===== src/rtl/mem_pkg.sv =====
// Shared definitions for the MIPS32 memory-access stage: size codes,
// stage state encoding and the lane helpers used when issuing an access.
package mem_pkg;

  localparam logic [1:0] SZ_BYTE = 2'b00;
  localparam logic [1:0] SZ_HALF = 2'b01;
  localparam logic [1:0] SZ_WORD = 2'b10;  // 2'b11 is reserved and behaves as a word

  typedef enum logic {
    ST_IDLE = 1'b0,
    ST_BUSY = 1'b1
  } state_e;

  // Byte enables for an access; big-endian mirrors the lane index.
  function automatic logic [3:0] be_gen(input logic [1:0] addr, input logic [1:0] size,
                                        input logic big_endian);
    logic [1:0] lane;
    lane = big_endian ? (2'd3 - addr) : addr;
    case (size)
      SZ_BYTE: be_gen = 4'b0001 << lane;
      SZ_HALF: be_gen = (addr[1] ^ big_endian) ? 4'b1100 : 4'b0011;
      default: be_gen = 4'b1111;
    endcase
  endfunction

  // Store data replicated across every lane so the byte enables alone pick the target.
  function automatic logic [31:0] store_rep(input logic [31:0] data, input logic [1:0] size);
    case (size)
      SZ_BYTE: store_rep = {4{data[7:0]}};
      SZ_HALF: store_rep = {2{data[15:0]}};
      default: store_rep = data;
    endcase
  endfunction

  // Halves need an even address, words (and the reserved code) a multiple of four.
  function automatic logic is_misaligned(input logic [1:0] addr, input logic [1:0] size);
    case (size)
      SZ_BYTE: is_misaligned = 1'b0;
      SZ_HALF: is_misaligned = addr[0];
      default: is_misaligned = (addr != 2'b00);
    endcase
  endfunction

endpackage


===== src/rtl/mem_stage_if.sv =====
// Data-memory bus between the memory stage (master) and data memory (slave).
// Handshake: the master raises o_dm_req with o_dm_we/addr/be/wdata and holds
// all of them stable until the cycle i_dm_ack is high; that cycle completes
// the access and i_dm_rdata is valid in it. The master may abandon a request
// only through reset. Ack outside an outstanding request is ignored.
interface mem_stage_if;
  logic        o_dm_req;
  logic        o_dm_we;
  logic [31:0] o_dm_addr;
  logic [3:0]  o_dm_be;
  logic [31:0] o_dm_wdata;
  logic        i_dm_ack;
  logic [31:0] i_dm_rdata;

  modport master (
    output o_dm_req, o_dm_we, o_dm_addr, o_dm_be, o_dm_wdata,
    input  i_dm_ack, i_dm_rdata
  );

  modport slave (
    input  o_dm_req, o_dm_we, o_dm_addr, o_dm_be, o_dm_wdata,
    output i_dm_ack, i_dm_rdata
  );
endinterface


===== src/rtl/mem_load_align.sv =====
// Load data alignment: selects the addressed byte or halfword from the
// returned memory word and sign- or zero-extends it to 32 bits.
module mem_load_align
  import mem_pkg::*;
#(
  parameter bit BIG_ENDIAN = 1'b0
) (
  input  logic [31:0] i_rdata,
  input  logic [1:0]  i_addr,
  input  logic [1:0]  i_size,
  input  logic        i_unsigned,
  output logic [31:0] o_data
);

  logic [1:0]  lane;
  logic [7:0]  byte_v;
  logic [15:0] half_v;

  // Pick the addressed lane and extend it to a full register value
  always_comb begin
    lane   = BIG_ENDIAN ? (2'd3 - i_addr) : i_addr;
    byte_v = i_rdata[{lane, 3'b000} +: 8];
    half_v = (i_addr[1] ^ BIG_ENDIAN) ? i_rdata[31:16] : i_rdata[15:0];
    case (i_size)
      SZ_BYTE: o_data = {{24{byte_v[7] & ~i_unsigned}}, byte_v};
      SZ_HALF: o_data = {{16{half_v[15] & ~i_unsigned}}, half_v};
      default: o_data = i_rdata;
    endcase
  end

endmodule


===== src/rtl/mem_stage.sv =====
// MIPS32 memory-access stage. Passes ALU results through in one cycle,
// performs loads/stores over the req/ack data-memory bus (stalling upstream
// while an access is outstanding) and registers a write-back-ready result.
module mem_stage
  import mem_pkg::*;
#(
  parameter int unsigned TIMEOUT    = 255,
  parameter bit          BIG_ENDIAN = 1'b0
) (
  input  logic        clk,
  input  logic        rst_n,
  input  logic        i_valid,
  input  logic        i_flush,
  input  logic [31:0] i_busC,
  input  logic [31:0] i_busB,
  input  logic [4:0]  i_rd,
  input  logic        i_regwr,
  input  logic        i_memrd,
  input  logic        i_memwr,
  input  logic [1:0]  i_size,
  input  logic        i_unsigned,
  output logic        o_stall,
  mem_stage_if.master dm,
  output logic        o_valid,
  output logic [31:0] o_busW,
  output logic [4:0]  o_rd,
  output logic        o_regwr,
  output logic        o_exc_align,
  output logic        o_exc_bus,
  output logic [31:0] o_badaddr,
  output state_e      o_dbg_state
);

  // BUSY cycles are counted from 0; the last allowed one is TIMEOUT-1.
  localparam logic [15:0] CNT_LAST = 16'(TIMEOUT - 1);

  state_e      state_q, state_d;
  logic [15:0] cnt_q, cnt_d;
  logic        req_q, req_d;
  logic        we_q, we_d;
  logic [31:0] addr_q, addr_d;
  logic [3:0]  be_q, be_d;
  logic [31:0] wdata_q, wdata_d;
  logic        memrd_q, memrd_d;
  logic [1:0]  size_q, size_d;
  logic        uns_q, uns_d;
  logic [4:0]  rd_q, rd_d;
  logic        regwr_q, regwr_d;
  logic        flush_q, flush_d;
  logic        valid_q, valid_d;
  logic [31:0] busw_q, busw_d;
  logic [4:0]  ord_q, ord_d;
  logic        oregwr_q, oregwr_d;
  logic        exca_q, exca_d;
  logic        excb_q, excb_d;
  logic [31:0] bad_q, bad_d;
  logic        stall_c;
  logic        accept;
  logic        memop;
  logic        discard;
  logic [31:0] load_data;

  mem_load_align #(.BIG_ENDIAN(BIG_ENDIAN)) u_align (
    .i_rdata   (dm.i_dm_rdata),
    .i_addr    (addr_q[1:0]),
    .i_size    (size_q),
    .i_unsigned(uns_q),
    .o_data    (load_data)
  );

  // Next-state, bus request and write-back result selection
  always_comb begin
    state_d  = state_q;
    cnt_d    = cnt_q;
    req_d    = req_q;
    we_d     = we_q;
    addr_d   = addr_q;
    be_d     = be_q;
    wdata_d  = wdata_q;
    memrd_d  = memrd_q;
    size_d   = size_q;
    uns_d    = uns_q;
    rd_d     = rd_q;
    regwr_d  = regwr_q;
    flush_d  = flush_q;
    valid_d  = 1'b0;
    busw_d   = busw_q;
    ord_d    = ord_q;
    oregwr_d = 1'b0;
    exca_d   = 1'b0;
    excb_d   = 1'b0;
    bad_d    = bad_q;
    stall_c  = 1'b0;
    accept   = i_valid & ~i_flush;
    memop    = i_memrd | i_memwr;
    discard  = flush_q | i_flush;

    case (state_q)
      ST_IDLE: begin
        if (accept) begin
          ord_d  = i_rd;
          busw_d = i_busC;
          if (!memop) begin
            valid_d  = 1'b1;
            oregwr_d = i_regwr;
          end else if (is_misaligned(i_busC[1:0], i_size)) begin
            valid_d = 1'b1;
            exca_d  = 1'b1;
            bad_d   = i_busC;
          end else begin
            stall_c = 1'b1;
            state_d = ST_BUSY;
            cnt_d   = 16'd0;
            req_d   = 1'b1;
            we_d    = i_memwr;
            addr_d  = i_busC;
            be_d    = be_gen(i_busC[1:0], i_size, BIG_ENDIAN);
            wdata_d = store_rep(i_busB, i_size);
            memrd_d = i_memrd;
            size_d  = i_size;
            uns_d   = i_unsigned;
            rd_d    = i_rd;
            regwr_d = i_regwr;
            flush_d = 1'b0;
          end
        end
      end
      ST_BUSY: begin
        // A flush cannot retract the request; it only suppresses the result.
        stall_c = ~dm.i_dm_ack;
        flush_d = discard;
        if (dm.i_dm_ack) begin
          state_d  = ST_IDLE;
          req_d    = 1'b0;
          valid_d  = ~discard;
          ord_d    = rd_q;
          busw_d   = memrd_q ? load_data : addr_q;
          oregwr_d = memrd_q & regwr_q & ~discard;
        end else if (cnt_q == CNT_LAST) begin
          state_d = ST_IDLE;
          req_d   = 1'b0;
          valid_d = ~discard;
          excb_d  = ~discard;
          ord_d   = rd_q;
          if (!discard) bad_d = addr_q;
        end else begin
          cnt_d = cnt_q + 16'd1;
        end
      end
      default: state_d = ST_IDLE;
    endcase
  end

  // State, request and result registers; reset abandons any outstanding request
  always_ff @(posedge clk or negedge rst_n) begin
    if (!rst_n) begin
      state_q  <= ST_IDLE;
      cnt_q    <= 16'd0;
      req_q    <= 1'b0;
      we_q     <= 1'b0;
      addr_q   <= 32'd0;
      be_q     <= 4'd0;
      wdata_q  <= 32'd0;
      memrd_q  <= 1'b0;
      size_q   <= 2'd0;
      uns_q    <= 1'b0;
      rd_q     <= 5'd0;
      regwr_q  <= 1'b0;
      flush_q  <= 1'b0;
      valid_q  <= 1'b0;
      busw_q   <= 32'd0;
      ord_q    <= 5'd0;
      oregwr_q <= 1'b0;
      exca_q   <= 1'b0;
      excb_q   <= 1'b0;
      bad_q    <= 32'd0;
    end else begin
      state_q  <= state_d;
      cnt_q    <= cnt_d;
      req_q    <= req_d;
      we_q     <= we_d;
      addr_q   <= addr_d;
      be_q     <= be_d;
      wdata_q  <= wdata_d;
      memrd_q  <= memrd_d;
      size_q   <= size_d;
      uns_q    <= uns_d;
      rd_q     <= rd_d;
      regwr_q  <= regwr_d;
      flush_q  <= flush_d;
      valid_q  <= valid_d;
      busw_q   <= busw_d;
      ord_q    <= ord_d;
      oregwr_q <= oregwr_d;
      exca_q   <= exca_d;
      excb_q   <= excb_d;
      bad_q    <= bad_d;
    end
  end

  // Stall is combinational but held low while in reset so every output reads 0
  assign o_stall       = stall_c & rst_n;
  assign dm.o_dm_req   = req_q;
  assign dm.o_dm_we    = we_q;
  assign dm.o_dm_addr  = {addr_q[31:2], 2'b00};
  assign dm.o_dm_be    = be_q;
  assign dm.o_dm_wdata = wdata_q;
  assign o_valid       = valid_q;
  assign o_busW        = busw_q;
  assign o_rd          = ord_q;
  assign o_regwr       = oregwr_q;
  assign o_exc_align   = exca_q;
  assign o_exc_bus     = excb_q;
  assign o_badaddr     = bad_q;
  assign o_dbg_state   = state_q;

endmodule


===== src/flat_wrapper.sv =====
// flat-port wrapper written by rule: the top's interface ports become plain ports
module mem_stage_flat import mem_pkg::*;
#(
  parameter int unsigned TIMEOUT    = 255,
  parameter bit          BIG_ENDIAN = 1'b0
)
  (clk, rst_n, i_valid, i_flush, i_busC, i_busB, i_rd, i_regwr, i_memrd, i_memwr, i_size, i_unsigned, o_stall, o_valid, o_busW, o_rd, o_regwr, o_exc_align, o_exc_bus, o_badaddr, o_dbg_state, dm_o_dm_req, dm_o_dm_we, dm_o_dm_addr, dm_o_dm_be, dm_o_dm_wdata, dm_i_dm_ack, dm_i_dm_rdata);
  mem_stage_if dm_i ();
  input  logic clk;
  input  logic rst_n;
  input  logic i_valid;
  input  logic i_flush;
  input  logic [31:0] i_busC;
  input  logic [31:0] i_busB;
  input  logic [4:0] i_rd;
  input  logic i_regwr;
  input  logic i_memrd;
  input  logic i_memwr;
  input  logic [1:0] i_size;
  input  logic i_unsigned;
  output logic o_stall;
  output logic o_valid;
  output logic [31:0] o_busW;
  output logic [4:0] o_rd;
  output logic o_regwr;
  output logic o_exc_align;
  output logic o_exc_bus;
  output logic [31:0] o_badaddr;
  output state_e o_dbg_state;
  output wire logic [$bits(dm_i.o_dm_req)-1:0] dm_o_dm_req;
  output wire logic [$bits(dm_i.o_dm_we)-1:0] dm_o_dm_we;
  output wire logic [$bits(dm_i.o_dm_addr)-1:0] dm_o_dm_addr;
  output wire logic [$bits(dm_i.o_dm_be)-1:0] dm_o_dm_be;
  output wire logic [$bits(dm_i.o_dm_wdata)-1:0] dm_o_dm_wdata;
  input wire logic [$bits(dm_i.i_dm_ack)-1:0] dm_i_dm_ack;
  input wire logic [$bits(dm_i.i_dm_rdata)-1:0] dm_i_dm_rdata;
  assign dm_o_dm_req = dm_i.o_dm_req;
  assign dm_o_dm_we = dm_i.o_dm_we;
  assign dm_o_dm_addr = dm_i.o_dm_addr;
  assign dm_o_dm_be = dm_i.o_dm_be;
  assign dm_o_dm_wdata = dm_i.o_dm_wdata;
  assign dm_i.i_dm_ack = dm_i_dm_ack;
  assign dm_i.i_dm_rdata = dm_i_dm_rdata;
  mem_stage #(.TIMEOUT(TIMEOUT), .BIG_ENDIAN(BIG_ENDIAN)) u_core (.clk(clk), .rst_n(rst_n), .i_valid(i_valid), .i_flush(i_flush), .i_busC(i_busC), .i_busB(i_busB), .i_rd(i_rd), .i_regwr(i_regwr), .i_memrd(i_memrd), .i_memwr(i_memwr), .i_size(i_size), .i_unsigned(i_unsigned), .o_stall(o_stall), .dm(dm_i), .o_valid(o_valid), .o_busW(o_busW), .o_rd(o_rd), .o_regwr(o_regwr), .o_exc_align(o_exc_align), .o_exc_bus(o_exc_bus), .o_badaddr(o_badaddr), .o_dbg_state(o_dbg_state));
endmodule

===== config.mk =====
export PLATFORM = sky130hd
export DESIGN_NAME = mem_stage_flat
export DESIGN_NICKNAME = d
export VERILOG_FILES = /design/src/rtl/mem_pkg.sv /design/src/rtl/mem_stage_if.sv /design/src/rtl/mem_load_align.sv /design/src/rtl/mem_stage.sv /design/src/flat_wrapper.sv
export SDC_FILE = /design/constraint.sdc
export NUM_CORES = 1
export LEC_CHECK = 0
export CORE_MARGIN = 2
export CORE_UTILIZATION = 50
export DETAILED_ROUTE_END_ITERATION = 10
export GPL_TIMING_DRIVEN = 0
export PLACE_DENSITY = 0.92
export SKIP_LAST_GASP = 1
export SLEW_MARGIN = 20
export SYNTH_ARGS = -nofsm -noshare
export SYNTH_HDL_FRONTEND = slang
export SYNTH_SLANG_ARGS = --single-unit

===== constraint.sdc =====
create_clock -name clk -period 3.55 [get_ports clk]
set_clock_uncertainty 0.15 [all_clocks]
set_input_delay 0.5325 -clock clk [delete_from_list [all_inputs] [get_ports clk]]
set_output_delay 0.5325 -clock clk [all_outputs]
set_load 0.1 [all_outputs]

==> summary.txt <==
Global route
  • Vias in the first global route: 9,019
  • First-pass GRT wire length: 48,000 um
  • Antenna violations before repair: 0
  • Largest net degree at the start of global routing: 98
  • GRT overflow: 0
  • Gr usage total: 33.7%

Worst setup path
  • Crit end category: primary output
  • Arrival time at the worst endpoint: 2.79 ns
  • Critical path startpoint category: primary input
  • Worst reg-to-reg path cell count: 6
  • Worst Path Max Fanout: 6
  • Critical Path Start: i_busC[1]
  • CP Class: in2out
  • Reg-to-Reg Start: u_core.o_dbg_state
  • WP data required: 2.87 ns

Die
  • Core area: 0.0172 mm2
  • # IOs: 257
  • Initial Utilization: 51.0%
  • Die Y: 137 um
  • Row cnt: 48
  • DIE WIDTH: 137 um
  • Die ar.: 0.0187 mm2

Clock network
  • CTS tree: yes
  • Clk sinks: 171
  • Max Root-Sink Buffers: 2
  • Num CTS Buffers: 17
  • CTS root buffer: clkbuf_16
  • Cts hold-fix bufs: 0
  • Worst-Skew Late Latency: 0.44 ns
  • Clock Pin Slew Worst Setup and Hold Paths: 0.07 ns
  • H-tree level count: 4

Synth
  • Primary FF master, synth: dfrtp_1
  • Ranking of synthesized cells by area: dfrtp_1, nand2_1, a21oi_1
  • EDFF count, synth: 0
  • Cells after synthesis: 993
  • Post-Syn Area: 0.00879 mm2
  • Syn_area_per_cell: 8.85 um2
  • Top cell type by total area after synthesis: dfrtp_1
  • Proportion of netlist area held by the largest area contributor: 48.7%
  • Sequential fraction of the synthesis area: 48.7%
  • Async SR Flop Fraction: 100%
  • Yosys warns: 0
  • Post-synthesis cell type count: 54
  • Synth Register Bits: 171

STA
  • Final worst slack: 0.0813 ns
  • Max-slew violations: 0
  • Hold_ws: -0.0437 ns
  • Post-route fraction of the period consumed by the critical path: 97.7%
  • Worst-Margin Slew: 1.07 ns
  • Final setup fails: 0
  • Fin crit period: 3.47 ns
  • Final hold vios: 26
  • Setup_tns: 0 ns
  • Highest clock rate: 0.288 GHz
  • RSZ-0062 raised after global routing: false
  • Headroom to the max-slew limit: 28.1%

Place
  • Placed instance count: 1,471
  • Routability cong.: 0.949
  • IO Port Bufs: 251
  • Estimated wirelength of the detail-placed design: 22,500 um
  • Pre-CTS setup slack: -0.185 ns

Drt
  • Drt initial violations: 1,046
  • Via Count: 9,061
  • Drt first pass iters: 6
  • Antenna violation net count after detailed routing: 0
  • DRC violations left: 0
  • Routed wire length: 30,900 um
  • Routed wire length per instance: 20.6 um
  • Vias/cell: 6.03

Cells and area
  • Nets: 1,379
  • Antenna cells: 0
  • Ratio of cells with drive above 1 in the final layout: 8.37%
  • Final std cells w/o fill: 1,503
  • Fillers: 1,205
  • Synth-to-Final Area Change: 39.5%

Min path
  • Worst min-delay path class: in2async

Flow run
  • Max Cap Viol: 0

Status
  • Failing checks: hold timing
  • Outcome: complete, but fails checks
worst max-delay path: stages:
cell and delay (ns):
clkdlybuf4s50_1 0.58, o21ai_2 0.30, a41oi_1 0.28, nor3b_2 0.23
dlygate4sd2_1 0.87
cells by family (layout without fill, tap and decap cells):
family	Yosys count	in the layout	synth area share, %
flops	171	171	48.7
xor+xnor	3	3	0.299
buf+inv	109	393	6.49
mux	57	57	6.83
simple gates	390	390	20.3
compound gates	260	260	17.1
fa+ha+maj	2	2	0.285
other cells	1	2	0.0427
area by class of cell:
cell class	count	area [um2]	area share, %
timing repair buffer	252	2540	20.7
inverter	13	48.8	0.398
buffer	96	522	4.26
sequential	171	4280	34.9
clock buffer	17	425	3.47
multi-input combinational	714	3950	32.2
clock inverter	15	210	1.71
tap	225	282	2.30
flip-flops by register name (all words and copies together), names as in the netlist, 4 cells and up:
name                  flops
u_core.dm.o_dm_be         4
u_core.o_busW            32
u_core.dm.o_dm_wdata     32
u_core.o_badaddr         32
u_core.cnt_q             16
u_core.o_rd               5
u_core.addr_q            32
u_core.rd_q               5
cell usage after synthesis, types with 2 or more instances:
| cell type | instances |
|---|---|
| nand2_1 | 200 |
| dfrtp_1 | 171 |
| a21oi_1 | 109 |
| o21ai_0 | 84 |
| nor2_1 | 81 |
| clkbuf_1 | 42 |
| mux2i_1 | 42 |
| nor2b_1 | 36 |
| buf_4 | 32 |
| buf_2 | 15 |
| a211oi_1 | 14 |
| mux2_2 | 14 |
| inv_1 | 13 |
| nand3_1 | 13 |
| nand3b_1 | 10 |
| or4_1 | 10 |
| o211ai_1 | 9 |
| nor3b_1 | 8 |
| o31ai_1 | 8 |
| nor3_1 | 7 |
| o221ai_1 | 7 |
| a2111oi_0 | 5 |
| o21a_1 | 5 |
| buf_1 | 4 |
| nand2b_1 | 4 |
| nand4_1 | 4 |
| o22ai_1 | 4 |
| or3_1 | 4 |
| a21o_1 | 3 |
| and2_1 | 3 |
| and4_1 | 3 |
| buf_6 | 3 |
| xnor2_1 | 3 |
| a31oi_1 | 2 |
| ha_1 | 2 |
worst paths after layout:
kind | endpoint | slack [ns]
max | o_stall | 0.08
min | u_core.dm.o_dm_wdata[17] | -0.04
max reg2reg | u_core.o_badaddr[8] | 0.75
min reg2reg | u_core.dm.o_dm_wdata[7] | 0.33
max in group asynchronous | u_core.addr_q[20] | 2.42
min in group clk | u_core.dm.o_dm_wdata[7] | 0.33
per-stage QoR:
step,hold WS (ns),util [%],instance area (um2)
after global placement,0.305,67.3,11600
final,-0.0437,71.1,12300
after floorplan,0.0869,-,8800
after detailed placement,0.312,67.5,11600
after global routing,0.0161,71.1,12300
after CTS,0.00313,71.1,12300
per-layer routing:
metal  vias to the layer above  wire length (um)  global-route usage (%)
met2                       656             14300                    52.7
li1                       3965                 -                       -
met1                      4286             11400                    41.7
met4                         0              1820                    18.8
met3                       154              3430                    10.2
met5                         -                 0                       0
repair_timing:
action,CTS,global route
gates resized for setup,1,0
setup endpoints to repair,1,0
hold endpoints to repair,0,0
buffers inserted,0,0
layout by cell type (no fill, tap or decap), types with 8 or more instances in the layout:
master	synthesis	layout
clkdlybuf4s50_1	0	249
nand2_1	200	200
dfrtp_1	171	171
a21oi_1	109	109
o21ai_0	84	84
nor2_1	81	81
clkbuf_1	42	42
mux2i_1	42	42
nor2b_1	36	36
buf_4	32	32
clkbuf_16	0	17
buf_2	15	15
mux2_2	14	14
a211oi_1	14	14
inv_1	13	13
nand3_1	13	13
nand3b_1	10	10
or4_1	10	10
o211ai_1	9	9
o31ai_1	8	8
Power is not shown: default switching activity piles up to over one toggle a cycle in this logic, so the estimate is an artifact.
